File: config.mk
export PLATFORM = sky130hd
export DESIGN_NAME = alu_rs
export DESIGN_NICKNAME = d
export VERILOG_FILES = /design/src/rtl/alu_rs.sv
export SDC_FILE = /design/constraint.sdc
export NUM_CORES = 2
export LEC_CHECK = 0
export CORE_MARGIN = 2
export CORE_UTILIZATION = 30
export DETAILED_ROUTE_END_ITERATION = 10
export HOLD_SLACK_MARGIN = 0.08
export PLACE_DENSITY = 0.58
export SLEW_MARGIN = 40
export SYNTH_ARGS = -nofsm -noshare
export SYNTH_HDL_FRONTEND = slang
export SYNTH_SLANG_ARGS = --single-unit
File: constraint.sdc
create_clock -name clk_in -period 6.65 [get_ports clk_in]
set_clock_uncertainty 0.05 [all_clocks]
set_input_delay 0.9975 -clock clk_in [delete_from_list [all_inputs] [get_ports clk_in]]
set_output_delay 0.9975 -clock clk_in [all_outputs]
set_load 0.01 [all_outputs]
File: src/rtl/alu_rs.sv
// alu_rs: reservation station feeding the integer ALU.
// Holds dispatched ops until both operands are valid, snoops two CDBs,
// and issues the lowest-index ready entry each cycle.
// Ports: clk_in/rst_n_in/clear_in, disp_* (dispatch), full,
//        cdb0_*/cdb1_* (broadcast), alu_* (registered issue).
module alu_rs #(
  parameter int RS_SIZE = 8,
  parameter int ROB_W   = 4
) (
  input  logic             clk_in,
  input  logic             rst_n_in,
  input  logic             clear_in,
  input  logic             disp_valid,
  input  logic [10:0]      disp_op,
  input  logic             disp_q1_busy,
  input  logic             disp_q2_busy,
  input  logic [ROB_W-1:0] disp_q1,
  input  logic [ROB_W-1:0] disp_q2,
  input  logic [31:0]      disp_v1,
  input  logic [31:0]      disp_v2,
  input  logic [31:0]      disp_pc,
  input  logic [31:0]      disp_imm,
  input  logic [ROB_W-1:0] disp_rob_id,
  output logic             full,
  input  logic             cdb0_valid,
  input  logic             cdb1_valid,
  input  logic [ROB_W-1:0] cdb0_rob_id,
  input  logic [ROB_W-1:0] cdb1_rob_id,
  input  logic [31:0]      cdb0_value,
  input  logic [31:0]      cdb1_value,
  output logic             alu_yes,
  output logic [10:0]      alu_op,
  output logic [31:0]      alu_v1,
  output logic [31:0]      alu_v2,
  output logic [31:0]      alu_pc,
  output logic [31:0]      alu_imm,
  output logic [ROB_W-1:0] alu_rob_id
);

  localparam int IW = $clog2(RS_SIZE);

  typedef struct packed {
    logic [10:0]      op;
    logic             q1b;
    logic [ROB_W-1:0] q1;
    logic [31:0]      v1;
    logic             q2b;
    logic [ROB_W-1:0] q2;
    logic [31:0]      v2;
    logic [31:0]      pc;
    logic [31:0]      imm;
    logic [ROB_W-1:0] rob;
  } ent_t;

  ent_t              ent [RS_SIZE];
  logic [RS_SIZE-1:0] busy;
  logic [RS_SIZE-1:0] rdy;
  logic [IW-1:0]      free_idx;
  logic [IW-1:0]      iss_idx;
  logic               has_rdy;
  ent_t               nd;

  assign full = &busy;

  always_comb begin
    for (int i = 0; i < RS_SIZE; i++)
      rdy[i] = busy[i] & ~ent[i].q1b & ~ent[i].q2b;
  end

  // Descending scan so the lowest index is the last to win.
  always_comb begin
    free_idx = '0;
    iss_idx  = '0;
    has_rdy  = 1'b0;
    for (int i = RS_SIZE - 1; i >= 0; i--) begin
      if (!busy[i]) free_idx = IW'(i);
      if (rdy[i]) begin
        iss_idx = IW'(i);
        has_rdy = 1'b1;
      end
    end
  end

  // Incoming entry, with same-cycle CDB bypass (cdb0 has priority).
  always_comb begin
    nd.op  = disp_op;
    nd.q1b = disp_q1_busy;
    nd.q1  = disp_q1;
    nd.v1  = disp_v1;
    nd.q2b = disp_q2_busy;
    nd.q2  = disp_q2;
    nd.v2  = disp_v2;
    nd.pc  = disp_pc;
    nd.imm = disp_imm;
    nd.rob = disp_rob_id;
    if (disp_q1_busy) begin
      if (cdb0_valid && cdb0_rob_id == disp_q1) begin
        nd.q1b = 1'b0;
        nd.v1  = cdb0_value;
      end else if (cdb1_valid && cdb1_rob_id == disp_q1) begin
        nd.q1b = 1'b0;
        nd.v1  = cdb1_value;
      end
    end
    if (disp_q2_busy) begin
      if (cdb0_valid && cdb0_rob_id == disp_q2) begin
        nd.q2b = 1'b0;
        nd.v2  = cdb0_value;
      end else if (cdb1_valid && cdb1_rob_id == disp_q2) begin
        nd.q2b = 1'b0;
        nd.v2  = cdb1_value;
      end
    end
  end

  always_ff @(posedge clk_in or negedge rst_n_in) begin
    if (!rst_n_in) begin
      busy <= '0;
      for (int i = 0; i < RS_SIZE; i++) ent[i] <= '0;
      alu_yes    <= 1'b0;
      alu_op     <= '0;
      alu_v1     <= '0;
      alu_v2     <= '0;
      alu_pc     <= '0;
      alu_imm    <= '0;
      alu_rob_id <= '0;
    end else if (clear_in) begin
      busy    <= '0;
      alu_yes <= 1'b0;
    end else begin
      for (int i = 0; i < RS_SIZE; i++) begin
        if (busy[i] && ent[i].q1b) begin
          if (cdb0_valid && cdb0_rob_id == ent[i].q1) begin
            ent[i].q1b <= 1'b0;
            ent[i].v1  <= cdb0_value;
          end else if (cdb1_valid && cdb1_rob_id == ent[i].q1) begin
            ent[i].q1b <= 1'b0;
            ent[i].v1  <= cdb1_value;
          end
        end
        if (busy[i] && ent[i].q2b) begin
          if (cdb0_valid && cdb0_rob_id == ent[i].q2) begin
            ent[i].q2b <= 1'b0;
            ent[i].v2  <= cdb0_value;
          end else if (cdb1_valid && cdb1_rob_id == ent[i].q2) begin
            ent[i].q2b <= 1'b0;
            ent[i].v2  <= cdb1_value;
          end
        end
      end
      alu_yes <= has_rdy;
      if (has_rdy) begin
        busy[iss_idx] <= 1'b0;
        alu_op        <= ent[iss_idx].op;
        alu_v1        <= ent[iss_idx].v1;
        alu_v2        <= ent[iss_idx].v2;
        alu_pc        <= ent[iss_idx].pc;
        alu_imm       <= ent[iss_idx].imm;
        alu_rob_id    <= ent[iss_idx].rob;
      end
      // Free slot is chosen from pre-edge busy bits, so it never
      // collides with the slot being issued this edge.
      if (disp_valid && !full) begin
        busy[free_idx] <= 1'b1;
        ent[free_idx]  <= nd;
      end
    end
  end

endmodule

==> summary.txt <==
Job
  – MaxCap Viol Count: 0

Worst setup path
  – CP bufs+invs: 2
  – Slowest cell on crit path: nor3_2
  – CP Launch Type: flop
  – Worst EP arrival: approximately 5.3 ns
  – Worst reg-to-reg path cell count: 8
  – Worst path max stage delay: 0.77 ns
  – CP endpoint kind: flop
  – Crit Path Category: reg2reg
  – Cell mode on critical path: buf_4
  – Critical path's top delay family: simple AND/OR/NAND/NOR gates
  – Crit path cell chain: or3b_1 -> nand2_4 -> nor3_2 -> buf_4 -> buf_4 -> a22o_1 -> nand2_1 -> a41oi_1
  – WP data required: 7.38 ns
  – Critical path depth: 8
  – Worst-path maximum fanout: 29

Timing
  – Fin. Hold Viols: 0
  – WHS: 0.415 ns
  – Fmax: 220 MHz
  – Final Max Tran Viols: 0
  – Final worst setup slack: approximately 2.1 ns
  – # setup viols final: 0
  – Fin crit share: 0.683
  – Worst Tran Pin Value: 1.00 ns
  – Setup TNS: 0 ns
  – RSZ-0062 raised after global routing: no
  – Min cycle time layout: 4.54 ns
  – Worst rel slew slack: 0.328

Yosys
  – Synth Cell Area: between 70,000 and 80,000 um2
  – Syn avg cell area: 8.67 um2
  – Asr flop ratio synth: 1.00
  – Post-synth EDFFs: 0
  – Cell variety after synth: 77
  – Ys Warns: 0
  – Flops & latches, synth: 1,376
  – Post-Syn Nets: 8,512
  – Sequential-to-total area share from yosys stat: 0.480
  – Synth Instances: 8,281
  – Top FF cell, synth: dfrtp_1

Clock network
  – Clk Tree Root Cell: clkbuf_16
  – Clock transition at path regs: 0.06 ns
  – Setup Buffers After CTS: 0
  – CTS max path bufs: 3
  – H-tree levels: 4
  – Latest clock arrival within the worst-skew pair: 0.87 ns
  – Resize count post-CTS: 0
  – Num CTS Buffers: roughly 160
  – Clock sink count: ~1,400
  – TritonCTS clock tree: yes

Cells and area
  – Most common cell after layout, fill and taps aside: nand2_1
  – Most frequent cells in the layout: 2,397 x nand2_1, 1,376 x dfrtp_1, 413 x nor3_1
  – Area Growth Syn to Fin: 17.0%
  – Final Core Density: 0.353
  – Design Area, Final: about 84,000 um2
  – Fraction of layout cells with a size suffix above 1: 0.0808
  – Fin nets: 8,413
  – Fill count: 24,100

Floorplan
  – Core area: approximately 240,000 um2
  – Die Y: 493 um
  – Cell Rows: 179
  – IO Count: 376
  – Initial Util: 0.302
  – Die Footprint: 243,000 um2
  – Die X: 493 um

Run status
  – Violated checks: design-rule violations
  – Status: finished with violations

Hold path
  – Hold Path Class: reg2reg
  – Hold path depth: 2

Placed design
  – Placed cell areas: roughly 80,000 um2
  – Buffers added on ports: 375
  – Placer congestion estimate: around 0.94
  – Dpl hpwl: ~210,000 um
  – Place WS: 1.49 ns

Routing
  – DRC violations left: 2
  – Routed Antenna Nets: 0
  – Via-to-Cell Ratio: 6.30
  – Total Wirelength: 361,000 um
  – DR vias: 72,400
  – Initial DRC Count: 11,800
  – Drt pass-1 iters: 11
  – Wire length per cell: 31.4 um

Global route
  – Pin count of the biggest net entering global routing: 139
  – Vias in the first global route: 69,600
  – Antenna violations before repair: 53
  – GR Overflow Total: 0
  – Tot GR Track Use: 0.287
  – Global-route wire length before repair: 511,000 um

Pwr
  – Power Dens Cells: 293 nW/um2
  – Static Leak: 0.0368 uW
  – Int Power: 16,900 uW
  – Switching share of power: 0.316
  – Logic pwr share: 0.209
  – Clock power frac: 0.365
  – Reg power frac: 0.427
  – Max VDD drop: 0.317 mV
  – P_sw: 7780 uW
-- final timing paths --
check,startpoint,to,slack [ns]
setup / recovery,busy[4],alu_v1[30],2.11
hold / removal,ent[200],ent[200],0.42
setup reg to reg,busy[4],alu_v1[30],2.11
hold reg to reg,ent[200],ent[200],0.42
max in group asynchronous,rst_n_in,ent[506],4.31
min in group asynchronous,rst_n_in,ent[1083],0.71
-- kinds of logic after synthesis --
logic type,count (synthesis),share of synthesized area
compound gates,2033,0.207
xor+xnor,144,0.0176
buf+inv,1064,0.0643
flops,1376,0.480
mux,202,0.0283
simple gates,3462,0.203
-- cell usage after synthesis, drive strengths merged, types with 32 or more instances --
cell | count | area share
nand2 | 2406 | 0.13
dfrtp | 1376 | 0.48
clkbuf | 601 | 0.031
nor3 | 421 | 0.029
a221oi | 361 | 0.044
buf | 333 | 0.026
a21oi | 260 | 0.018
o22ai | 252 | 0.022
o21ai | 231 | 0.016
a31oi | 226 | 0.020
nand3 | 212 | 0.015
mux2i | 194 | 0.027
nor2 | 166 | 0.0087
o221ai | 166 | 0.020
inv | 130 | 0.0068
a22o | 118 | 0.014
a222oi | 96 | 0.013
xnor2 | 79 | 0.0096
and2 | 68 | 0.0059
xor2 | 65 | 0.0079
a221o | 60 | 0.0084
a21o | 56 | 0.0059
and3 | 54 | 0.0047
o32ai | 51 | 0.0062
o22a | 38 | 0.0046
nand2b | 37 | 0.0032
a211oi | 32 | 0.0036
-- what timing repair did --
item | CTS | global route
hold buffers | 1 | 0
endpoints found under the hold margin | 74 | 0
setup endpoints to repair | 0 | 0
-- through the flow --
step | power (uW) | instances
2_1_floorplan | 13000 | 8281
3_3_place_gp | 15500 | 11100
3_5_place_dp | 15700 | 11200
4_1_cts | 24600 | 11500
5_1_grt | 25600 | 11500
6_report | 24700 | 11500
-- per-layer routing --
metal	vias to the layer above	wire, um	global-route usage
met3	1467	52000	0.115
met1	35600	132000	0.356
met4	54	24100	0.160
met2	5921	153000	0.420
li1	29300	-	-
met5	-	470	0.00744
-- power by group through the flow --
stage	sequential [uW]	combinational, uW	clock [uW]
2_1_floorplan	10500	2510	0
3_3_place_gp	10600	4900	0
3_5_place_dp	10600	5030	0
4_1_cts	10500	5050	9040
5_1_grt	10600	5480	9440
6_report	10500	5150	8990
-- state kept, by name, indices dropped and copies added, names as in the netlist --
name,count
ent,1224
alu_imm,32
alu_pc,32
alu_v1,32
alu_v2,32
alu_op,11
busy,8
alu_rob_id,4
alu_yes,1
-- area by class of cell --
class                           count  area, um2  area share
Sequential cell                  1376      34400       0.410
Multi-Input combinational cell   5841      33300       0.397
Timing Repair Buffer              677       6530      0.0777
Clock buffer                      226       4520      0.0538
Tap cell                         3167       3960      0.0472
Clock inverter                     53        704     0.00838
Inverter                          130        498     0.00593
Antenna cell                       18       45.0    0.000536
-- tightest hold or removal path: cells and delay by family (launching register included) --
family,cells,cell delay [ns]
AND/OR/NAND/NOR,2,0.10
flip-flops,1,0.34
No activity file was read; power rests on OpenSTA's default activity.
